==> src/rtl/clock_pkg.sv <==
// Shared definitions for the time-keeping block: field widths, mode
// indices, the mode-button FSM states and a helper for mode index width.
package clock_pkg;

  localparam int SEC_W = 6;
  localparam int MIN_W = 6;
  localparam int HR_W  = 5;

  localparam int MODE_CLOCK     = 0;
  localparam int MODE_STOPWATCH = 1;
  localparam int MODE_TIMER     = 2;

  typedef enum logic [1:0] {
    IDLE,
    PRESSED,
    LONG
  } mode_state_e;

  // Width of a mode index; a single mode still needs one bit.
  function automatic int mode_w(input int n_modes);
    return (n_modes > 1) ? $clog2(n_modes) : 1;
  endfunction

endpackage

==> src/rtl/mode_hub_if.sv <==
// Front-panel / mode-module bundle seen by mode_hub: level buttons and
// packed per-mode time fields in, routed pulses and display fields out.
interface mode_hub_if #(
  parameter int N_MODES = 3
);
  import clock_pkg::*;

  localparam int MW = mode_w(N_MODES);

  logic                     i_mode;
  logic                     i_set;
  logic                     i_up;
  logic                     i_down;
  logic                     i_left;
  logic                     i_right;
  logic [SEC_W*N_MODES-1:0] i_sec_bus;
  logic [MIN_W*N_MODES-1:0] i_min_bus;
  logic [HR_W*N_MODES-1:0]  i_hr_bus;

  logic [N_MODES-1:0]       o_set;
  logic [N_MODES-1:0]       o_up;
  logic [N_MODES-1:0]       o_down;
  logic [N_MODES-1:0]       o_left;
  logic [N_MODES-1:0]       o_right;
  logic [SEC_W-1:0]         o_sec;
  logic [MIN_W-1:0]         o_min;
  logic [HR_W-1:0]          o_hr;
  logic [MW-1:0]            o_mode;
  logic                     o_mode_change;
  logic                     o_ms_pulse;

  // The hub side: consumes buttons and buses, drives everything else.
  modport slave (
    input  i_mode, i_set, i_up, i_down, i_left, i_right,
    input  i_sec_bus, i_min_bus, i_hr_bus,
    output o_set, o_up, o_down, o_left, o_right,
    output o_sec, o_min, o_hr, o_mode, o_mode_change, o_ms_pulse
  );

  // The panel / mode-module side.
  modport master (
    output i_mode, i_set, i_up, i_down, i_left, i_right,
    output i_sec_bus, i_min_bus, i_hr_bus,
    input  o_set, o_up, o_down, o_left, o_right,
    input  o_sec, o_min, o_hr, o_mode, o_mode_change, o_ms_pulse
  );

endinterface

==> src/rtl/ms_tick_gen.sv <==
// Free-running divider producing a one-cycle 1 ms tick shared by all modes.
module ms_tick_gen #(
  parameter int MS_DIV = 50000
) (
  input  logic i_clk,
  input  logic i_rstn,
  output logic o_ms_pulse
);

  localparam int CW = $clog2(MS_DIV);
  localparam logic [CW-1:0] LAST = CW'(MS_DIV - 1);

  logic [CW-1:0] cnt;

  // Count 0..MS_DIV-1 and flag the cycle after the terminal count.
  // NOTE: sequential state uses non-blocking assignments so every register
  // samples pre-edge values regardless of statement order.
  always_ff @(posedge i_clk or negedge i_rstn) begin
    if (!i_rstn) begin
      cnt        <= '0;
      o_ms_pulse <= 1'b0;
    end else begin
      o_ms_pulse <= (cnt == LAST);
      cnt        <= (cnt == LAST) ? '0 : cnt + CW'(1);
    end
  end

endmodule

==> src/rtl/mode_hub.sv <==
// Mode-selection hub: tracks the active mode from the mode button (short
// press = next, long press = mode 0), routes button pulses to the active
// mode and registers that mode's time fields onto the display.
module mode_hub
  import clock_pkg::*;
#(
  parameter int N_MODES = 3,
  parameter int MS_DIV  = 50000,
  parameter int HOLD_MS = 1000
) (
  input logic        i_clk,
  input logic        i_rstn,
  mode_hub_if.slave  hub
);

  localparam int MW = mode_w(N_MODES);
  localparam int HW = $clog2(HOLD_MS + 1);
  localparam logic [MW-1:0] LAST_MODE = MW'(N_MODES - 1);
  localparam logic [MW-1:0] HOME_MODE = MW'(MODE_CLOCK);
  localparam logic [HW-1:0] HOLD_LAST = HW'(HOLD_MS - 1);

  logic               ms_pulse;
  logic [5:0]         btn;
  logic [5:0]         btn_prev;
  logic [5:0]         btn_rise;
  mode_state_e        state;
  logic [HW-1:0]      hold_cnt;
  logic [MW-1:0]      r_mode;
  logic               mode_change;
  logic [N_MODES-1:0] sel_oh;

  ms_tick_gen #(.MS_DIV(MS_DIV)) u_tick (
    .i_clk      (i_clk),
    .i_rstn     (i_rstn),
    .o_ms_pulse (ms_pulse)
  );

  // Bit order: mode, set, up, down, left, right.
  assign btn      = {hub.i_mode, hub.i_set, hub.i_up, hub.i_down, hub.i_left, hub.i_right};
  assign btn_rise = btn & ~btn_prev;
  assign sel_oh   = N_MODES'(1) << r_mode;

  assign hub.o_ms_pulse    = ms_pulse;
  assign hub.o_mode        = r_mode;
  assign hub.o_mode_change = mode_change;

  // Previous button levels; reset high so a button held through reset
  // release must be let go and pressed again before it produces a pulse.
  always_ff @(posedge i_clk or negedge i_rstn) begin
    if (!i_rstn) btn_prev <= '1;
    else         btn_prev <= btn;
  end

  // Mode-button FSM: hold timing, mode index and change pulse.
  always_ff @(posedge i_clk or negedge i_rstn) begin
    if (!i_rstn) begin
      state       <= IDLE;
      hold_cnt    <= '0;
      r_mode      <= '0;
      mode_change <= 1'b0;
    end else begin
      mode_change <= 1'b0;
      case (state)
        IDLE: begin
          if (btn_rise[5]) begin
            state    <= PRESSED;
            hold_cnt <= '0;
          end
        end
        PRESSED: begin
          if (!hub.i_mode) begin
            // Release before the hold expired: step to the next mode.
            state       <= IDLE;
            r_mode      <= (r_mode == LAST_MODE) ? '0 : r_mode + MW'(1);
            mode_change <= 1'b1;
          end else if (ms_pulse) begin
            if (hold_cnt == HOLD_LAST) begin
              state       <= LONG;
              r_mode      <= HOME_MODE;
              mode_change <= (r_mode != HOME_MODE);
            end else begin
              hold_cnt <= hold_cnt + HW'(1);
            end
          end
        end
        LONG: begin
          if (!hub.i_mode) state <= IDLE;
        end
        default: state <= IDLE;
      endcase
    end
  end

  // Route each data-button edge to the currently active mode only.
  always_ff @(posedge i_clk or negedge i_rstn) begin
    if (!i_rstn) begin
      hub.o_set   <= '0;
      hub.o_up    <= '0;
      hub.o_down  <= '0;
      hub.o_left  <= '0;
      hub.o_right <= '0;
    end else begin
      hub.o_set   <= btn_rise[4] ? sel_oh : '0;
      hub.o_up    <= btn_rise[3] ? sel_oh : '0;
      hub.o_down  <= btn_rise[2] ? sel_oh : '0;
      hub.o_left  <= btn_rise[1] ? sel_oh : '0;
      hub.o_right <= btn_rise[0] ? sel_oh : '0;
    end
  end

  // Register the active mode's time fields for the display.
  always_ff @(posedge i_clk or negedge i_rstn) begin
    if (!i_rstn) begin
      hub.o_sec <= '0;
      hub.o_min <= '0;
      hub.o_hr  <= '0;
    end else begin
      hub.o_sec <= hub.i_sec_bus[SEC_W*int'(r_mode) +: SEC_W];
      hub.o_min <= hub.i_min_bus[MIN_W*int'(r_mode) +: MIN_W];
      hub.o_hr  <= hub.i_hr_bus[HR_W*int'(r_mode) +: HR_W];
    end
  end

endmodule

==> src/flat_wrapper.sv <==
// flat-port wrapper written by rule: the top's interface ports become plain ports
module mode_hub_flat import clock_pkg::*;
#(
  parameter int N_MODES = 3,
  parameter int MS_DIV  = 50000,
  parameter int HOLD_MS = 1000
)
  (i_clk, i_rstn, hub_i_mode, hub_i_set, hub_i_up, hub_i_down, hub_i_left, hub_i_right, hub_i_sec_bus, hub_i_min_bus, hub_i_hr_bus, hub_o_set, hub_o_up, hub_o_down, hub_o_left, hub_o_right, hub_o_sec, hub_o_min, hub_o_hr, hub_o_mode, hub_o_mode_change, hub_o_ms_pulse);
  mode_hub_if #(.N_MODES(N_MODES)) hub_i ();
  input logic i_clk;
  input logic i_rstn;
  input wire logic [$bits(hub_i.i_mode)-1:0] hub_i_mode;
  input wire logic [$bits(hub_i.i_set)-1:0] hub_i_set;
  input wire logic [$bits(hub_i.i_up)-1:0] hub_i_up;
  input wire logic [$bits(hub_i.i_down)-1:0] hub_i_down;
  input wire logic [$bits(hub_i.i_left)-1:0] hub_i_left;
  input wire logic [$bits(hub_i.i_right)-1:0] hub_i_right;
  input wire logic [$bits(hub_i.i_sec_bus)-1:0] hub_i_sec_bus;
  input wire logic [$bits(hub_i.i_min_bus)-1:0] hub_i_min_bus;
  input wire logic [$bits(hub_i.i_hr_bus)-1:0] hub_i_hr_bus;
  output wire logic [$bits(hub_i.o_set)-1:0] hub_o_set;
  output wire logic [$bits(hub_i.o_up)-1:0] hub_o_up;
  output wire logic [$bits(hub_i.o_down)-1:0] hub_o_down;
  output wire logic [$bits(hub_i.o_left)-1:0] hub_o_left;
  output wire logic [$bits(hub_i.o_right)-1:0] hub_o_right;
  output wire logic [$bits(hub_i.o_sec)-1:0] hub_o_sec;
  output wire logic [$bits(hub_i.o_min)-1:0] hub_o_min;
  output wire logic [$bits(hub_i.o_hr)-1:0] hub_o_hr;
  output wire logic [$bits(hub_i.o_mode)-1:0] hub_o_mode;
  output wire logic [$bits(hub_i.o_mode_change)-1:0] hub_o_mode_change;
  output wire logic [$bits(hub_i.o_ms_pulse)-1:0] hub_o_ms_pulse;
  assign hub_i.i_mode = hub_i_mode;
  assign hub_i.i_set = hub_i_set;
  assign hub_i.i_up = hub_i_up;
  assign hub_i.i_down = hub_i_down;
  assign hub_i.i_left = hub_i_left;
  assign hub_i.i_right = hub_i_right;
  assign hub_i.i_sec_bus = hub_i_sec_bus;
  assign hub_i.i_min_bus = hub_i_min_bus;
  assign hub_i.i_hr_bus = hub_i_hr_bus;
  assign hub_o_set = hub_i.o_set;
  assign hub_o_up = hub_i.o_up;
  assign hub_o_down = hub_i.o_down;
  assign hub_o_left = hub_i.o_left;
  assign hub_o_right = hub_i.o_right;
  assign hub_o_sec = hub_i.o_sec;
  assign hub_o_min = hub_i.o_min;
  assign hub_o_hr = hub_i.o_hr;
  assign hub_o_mode = hub_i.o_mode;
  assign hub_o_mode_change = hub_i.o_mode_change;
  assign hub_o_ms_pulse = hub_i.o_ms_pulse;
  mode_hub #(.N_MODES(N_MODES), .MS_DIV(MS_DIV), .HOLD_MS(HOLD_MS)) u_core (.i_clk(i_clk), .i_rstn(i_rstn), .hub(hub_i));
endmodule
==> config.mk <==
export PLATFORM = sky130hd
export DESIGN_NAME = mode_hub_flat
export DESIGN_NICKNAME = d
export VERILOG_FILES = /design/src/rtl/clock_pkg.sv /design/src/rtl/mode_hub_if.sv /design/src/rtl/ms_tick_gen.sv /design/src/rtl/mode_hub.sv /design/src/flat_wrapper.sv
export SDC_FILE = /design/constraint.sdc
export NUM_CORES = 1
export LEC_CHECK = 0
export CORE_MARGIN = 5
export CORE_UTILIZATION = 45
export CTS_CLUSTER_SIZE = 14
export DETAILED_ROUTE_END_ITERATION = 12
export HOLD_SLACK_MARGIN = 0.12
export PLACE_DENSITY = 0.82
export SYNTH_ARGS = -nofsm -noshare
export SYNTH_HDL_FRONTEND = slang
export SYNTH_SLANG_ARGS = --single-unit
==> constraint.sdc <==
create_clock -name i_clk -period 1.95 [get_ports i_clk]
set_clock_uncertainty 0.1 [all_clocks]
set_input_delay 0.39 -clock i_clk [delete_from_list [all_inputs] [get_ports i_clk]]
set_output_delay 0.39 -clock i_clk [all_outputs]
set_load 0.02 [all_outputs]
==> results.yml, run 1 <==
status:
  status: "finished clean"
critical_path:
  max_stage_delay_ns: 0.52
  cp.buffers_inverters: 1
  end_kind: "flop"
  cp_slowest_cell: "clkdlybuf4s50_1"
  critPathMaxFanout: 6
  crit_family: "simple AND/OR/NAND/NOR gates"
  path_cells: "clkdlybuf4s50_1, or4b_1, and2_4, nor3_4, mux2i_1"
  r2r_slack_ns: 0.11
  setup.worst_path.start_class: "input port"
  rr_startpoint: "u_core.state[0]"
  worstRegToRegCells: 4
  r2r-end: "u_core.hold_cnt[1]"
  worst-setup-path-type: "in -> reg"
  required_ns: 2.11
  worstPathArrival_ns: 2.07
synthesis:
  yosys.area.top_type_share_pct: 52.7
  seq_area_frac_synth_pct: 57.9
  synthArstFlopShare_pct: 100
  yosysWarnings: 0
  ys_seq_elements: 70
  syn_nets: 342
  netlist_area_um2: 3040
  yosysTopAreaCell: "dfrtp_1"
  yosys-top-cells-count: "dfrtp_1, nand2_1, nor2_1"
  synth_cell_type_count: 48
  synth_edf_count: 0
  synthTopCellsByArea: "dfrtp_1, mux2i_1, dfstp_2"
  synth_ff_type: "dfrtp_1"
  synthesis.instances: 281
  avgSynthCellArea_um2: 10.8
  synth.most_common_cell: "dfrtp_1"
drt:
  first_iter_violations: 110
  vias: 2559
  ant_nets: 0
  wl_per_cell_um: 15.6
  vias_per_cell: 5.42
  route.detailed.drc: 0
  drtPass1Iterations: 5
  finalWirelength_um: 7340
placed_design:
  hpwl_um: 5300
  place.gp.congestion: 0.863
  port-buffer-count: 94
  pre_cts_slack_ns: -0.296
  dp_cells: 454
sta:
  hold_viol_final: 0
  setup_viol: 0
  tns_ns: 0
  hold_ws_ns: 0.378
  fmax_ghz: 0.525
  fin_ws_ns: 0.0458
  fin_crit_sh_pct: 97.7
  rsz0062_at_grt: "false"
  min_period_ns: 1.90
  worstMarginPinSlew_ns: 0.494
  relSlewSlack_pct: 66.7
  maxSlewViolCount: 0
min_path:
  hold_start: "hub_i_down"
  hold_class: "in -> reg"
  min_path_cells: 1
  min_to: "u_core.btn_prev[2]"
clock_network:
  clk_latency_ns: 0.34
  cts_buffers: 9
  clk_root_buffer_cell: "clkbuf_8"
  htreeDepth: 3
  clk_pin_slew_worst_paths_ns: 0.08
  cts_tree: "yes"
  cts_max_path_buffers: 2
  clkSinkCount: 70
final_layout:
  fin_util_pct: 65.4
  drive_above_1_share_pct: 9.95
  nNetsFinal: 448
  synthToLayoutAreaGrowth_pct: 43.8
  antennaDiodeCount: 0
  stdcell_count: 472
global_route:
  grt_pass1_wl_um: 12300
  grt_overflow_total: 0
  grt_pass1_vias: 2612
  grt_max_degree: 71
  antenna_found_initial: 0
  grt_usage_pct: 18.4
floorplan:
  die_y_um: 92.2
  die-width_um: 92.2
  core_area_um2: 6680
  rows: 30
  design.die.area_um2: 8500
  start_util_pct: 45.5
  io_pins: 95
power:
  ir_drop_mv: 0.650
  p_per_area_nw_per_um2: 930
  p_leak_nw: 1.93
flow_run:
  max_cap_violations: 0
[where the power goes]
part / internal, W / switching, W
combinational: 0.000522 / 0.000570
clock: 0.000735 / 0.000575
sequential: 0.00161 / 0.0000542
total: 0.00287 / 0.00120
[layout make-up]
cell class	count	area [um^2]
clock buffers	9	124
fillers	508	2310
repair buffers	106	1040
well taps	80	100
clock inverters	7	104
inverters	5	18.8
flip-flops and latches	70	1760
multi-input cells	195	1220
[registers in the layout, summed over array words and instances, names as in the netlist, 2 cells and up]
name and flops:
u_core.hub.o_min 6, u_core.hub.o_left 3, u_core.hub.o_hr 5, u_core.hub.o_set 3, u_core.state 2, u_core.hub.o_right 3
u_core.u_tick.cnt 16, u_core.hub.o_down 3, u_core.hub.o_sec 6, u_core.hub.o_up 3, u_core.btn_prev 6, u_core.hub.o_mode 2
u_core.hold_cnt 10
[metrics by stage]
step	instance area [um^2]	total power (W)
final	4370	0.00407
after global routing	4370	0.00427
after detailed placement	4120	0.00278
after CTS	4360	0.00411
after global placement	4120	0.00277
after floorplan	3040	0.00221
[worst max path at each step]
stage                             start                 end  slack, ns  cells after the start
3_3_place_gp                 hub_i_mode  u_core.hold_cnt[1]      -0.27                      5
5_1_grt                      hub_i_mode  u_core.hold_cnt[1]      0.002                      5
4_1_cts        u_core.u_tick.o_ms_pulse      hub_o_ms_pulse     0.0004                      1
2_1_floorplan           u_core.state[0]  u_core.hold_cnt[1]       0.22                      4
3_5_place_dp                 hub_i_mode  u_core.hold_cnt[1]      -0.30                      5
6_report                     hub_i_mode  u_core.hold_cnt[1]       0.05                      5
[metal layers]
metal | vias to the layer above | global-route usage [%] | share of wire, %
met1 | 1222 | 21.6 | 39
li1 | 1204 | - | -
met4 | 0 | 8.54 | 2.8
met2 | 110 | 29.4 | 49
met3 | 23 | 7.71 | 9.3
met5 | - | 0 | 0
[logic make-up after synthesis]
kind of cell             Yosys count  synth area share [%]
AND/OR/NAND/NOR                  114                  20.0
flip-flops                        70                  57.9
multiplexers                      18                  5.93
adder cells (fa/ha/maj)            2                 0.823
XOR/XNOR                          12                  3.46
buffers and inverters             16                  2.06
AO/OA/AOI/OAI                     49                  9.80
[placed cells by master (no fill, tap or decap), drive strengths merged, types with 8 or more instances in the layout]
master and count:
buf 12, clkbuf 9, clkdlybuf4s50 92, dfrtp 64, mux2i 18, nand2 30, nand2b 11, nand3 8
nor2 26, o21ai 27, xnor2 8
[what timing repair did]
action                                  CTS  global route
hold endpoints to repair                 64             0
hold buffers                              1             0
setup buffers                             0             1
endpoints found under the setup margin    0            12
resized for setup                         0             2
No activity file was read; power rests on OpenSTA's default activity.
==> run 2, diff against run 1 <==
==> constraint.sdc (replaced) <==
create_clock -name i_clk -period 1.9 [get_ports i_clk]
set_clock_uncertainty 0.1 [all_clocks]
set_input_delay 0.38 -clock i_clk [delete_from_list [all_inputs] [get_ports i_clk]]
set_output_delay 0.38 -clock i_clk [all_outputs]
set_load 0.02 [all_outputs]
==> run 2 against run 1 <==
Against the previous run:
- worst setup slack better by 0.00062 ns
- register-to-register slack worse by 0.06 ns
- critical path depth is 1 lower
- non-clock buffer count is 7 higher
- count of clock-buffer cells in the layout stayed put
- sequential share of layout area is 0.11 points lower
- via count is 2.1% lower
- global-route usage is 0.37 points lower
- critical path type is now reg -> reg
- largest cell class unchanged
- largest power group unchanged
==> results.yml, run 2 (synthesized netlist as in run 1, its figures left out) <==
critical_path:
  critPathMaxFanout: 6
  max_stage_delay_ns: 0.54
  end_kind: "flop"
  worst-setup-path-type: "reg -> reg"
  required_ns: 2.05
  path_cells: "or4b_4, and2_4, nor3_4, mux2i_1"
  setup.worst_path.start_class: "flop"
  cp_slowest_cell: "or4b_4"
  startpoint: "u_core.state[1]"
  rr_startpoint: "u_core.state[1]"
  worstPathArrival_ns: 2.01
final_layout:
  top_register: "u_core.u_tick.cnt"
  seqCellArea_um2: 1760
  synthToLayoutAreaGrowth_pct: 44.3
  nNetsFinal: 455
  final_common_cell: "clkdlybuf4s50_1"
  mostFrequentLayoutCells: "clkdlybuf4s50_1, dfrtp_1, nand2_1"
  multi_input_area_um2: 1220
  drive_above_1_share_pct: 11.5
  top_regs: "u_core.u_tick.cnt x16, u_core.hold_cnt x10"
  final.fill_count: 523
  antennaDiodeCount: 0
  largest_reg_flops: 16
power:
  seq_power_share_pct: 43.0
  comb_power_share_pct: 28.4
  p_leak_nw: 1.94
  power_switching_w: 0.00127
  power_w: 0.00396
  power.share.clock_pct: 28.6
  p_per_area_nw_per_um2: 904
  switching_share_pct: 32.0
  ir_drop_mv: 0.498
  p_int_w: 0.00269
floorplan:
  core_area_um2: 6680
  rows: 30
  start_util_pct: 45.5
  design.die.area_um2: 8500
  die-width_um: 92.2
  io_pins: 95
  die_y_um: 92.2
min_path:
  hold_start: "hub_i_mode"
  hold_class: "in -> reg"
drt:
  vias: 2504
  top_layer: "met4"
  wl_per_cell_um: 15.3
  vias_per_cell: 5.23
  wl_met2_um: 3730
  dr_wl_met3_um: 635
  drtPass1Iterations: 4
  met1Wirelength_um: 2880
  ant_nets: 0
  finalWirelength_um: 7350
  route.detailed.drc: 0
  first_iter_violations: 120
sta:
  fin_crit_sh_pct: 97.6
  relSlewSlack_pct: 69.0
  worstMarginPinSlew_ns: 0.460
  fin_ws_ns: 0.0464
  min_period_ns: 1.85
  hold_viol_final: 0
  setup_viol: 0
  fmax_ghz: 0.539
  tns_ns: 0
  maxSlewViolCount: 0
global_route:
  antenna_found_initial: 0
  grt_pass1_vias: 2610
  grt_overflow_total: 0
  grt_usage_pct: 18.1
  grt_pass1_wl_um: 12200
  grt_max_degree: 71
clock_network:
  clkSinkCount: 70
  clk_latency_ns: 0.34
  cts_max_path_buffers: 2
  cts_tree: "yes"
  clk_pin_slew_worst_paths_ns: 0.08
  htreeDepth: 3
  clk_root_buffer_cell: "clkbuf_8"
  cts_buffers: 9
placed_design:
  hpwl_um: 5480
  port-buffer-count: 94
  place.gp.congestion: 0.879
  pre_cts_slack_ns: -0.350
status:
  status: "finished clean"
flow_run:
  max_cap_violations: 0
run 2: cell count changes in the layout (fill, tap and decap cells not counted), sizes merged:
cell and delta:
clkinv -2, inv +2, dlygate4sd2 +1, clkdlybuf4s50 -2
buf +7, dlymetal6s2s +1, bufinv -2, clkinvlp +2
run 2: worst max-delay path, delay by kind of cell, from the launching register on:
kind / cells / cell delay [ns]
multiplexers: 1 / 0.23
AND/OR/NAND/NOR: 3 / 1.02
flip-flops: 1 / 0.43
run 2: metrics by stage:
| step | util (%) | std cells | hold WS [ns] | area (um^2) |
|---|---|---|---|---|
| finish | 65.6 | 479 | 0.291 | 4380 |
| global route | 65.6 | 479 | 0.286 | 4380 |
| CTS | 65.3 | 477 | 0.352 | 4360 |
| detailed placement | 62.3 | 460 | 0.330 | 4160 |
| global placement | 62.3 | 460 | 0.327 | 4160 |
| floorplan | - | 281 | -0.0156 | 3040 |
run 2: path summary, 6_finish.rpt:
kind	cells past startpoint	slack, ns	endpoint
worst max-delay path	4	0.05	u_core.hold_cnt[1]
worst min-delay path	2	0.29	u_core.btn_prev[5]
worst max register to register	4	0.05	u_core.hold_cnt[1]
worst min register to register	1	0.39	u_core.u_tick.cnt[0]
max in group asynchronous	3	0.90	u_core.btn_prev[5]
min in group asynchronous	3	0.48	u_core.u_tick.cnt[11]
run 2: final cells by class:
cell class | instances | area share (%)
inverter | 5 | 0.428
timing repair buffer | 113 | 25.0
multi-input combinational | 195 | 27.9
clock buffer | 9 | 2.83
sequential | 70 | 40.1
tap | 80 | 2.28
clock inverter | 7 | 1.46
run 2: repair_timing:
| action | 4_1_cts | 5_1_grt |
|---|---|---|
| hold buffers | 1 | 0 |
| endpoints found under the hold margin | 64 | 0 |
| pin swaps | 0 | 2 |
| setup endpoints to repair | 1 | 11 |
| buffers inserted | 0 | 2 |
| resized for setup | 1 | 3 |
run 2: routing by layer:
metal | vias up | track usage [%]
li1 | 1209 | -
met5 | - | 0
met1 | 1196 | 22.0
met4 | 0 | 6.19
met3 | 12 | 7.22
met2 | 87 | 29.2
run 2: power by group through the flow:
stage / combinational, W / clock (W) / sequential [W]
global placement: 0.00112 / 0 / 0.00173
detailed placement: 0.00114 / 0 / 0.00173
floorplan: 0.000345 / 0 / 0.00193
CTS: 0.00115 / 0.00116 / 0.00171
global route: 0.00122 / 0.00122 / 0.00173
finish: 0.00113 / 0.00114 / 0.00170
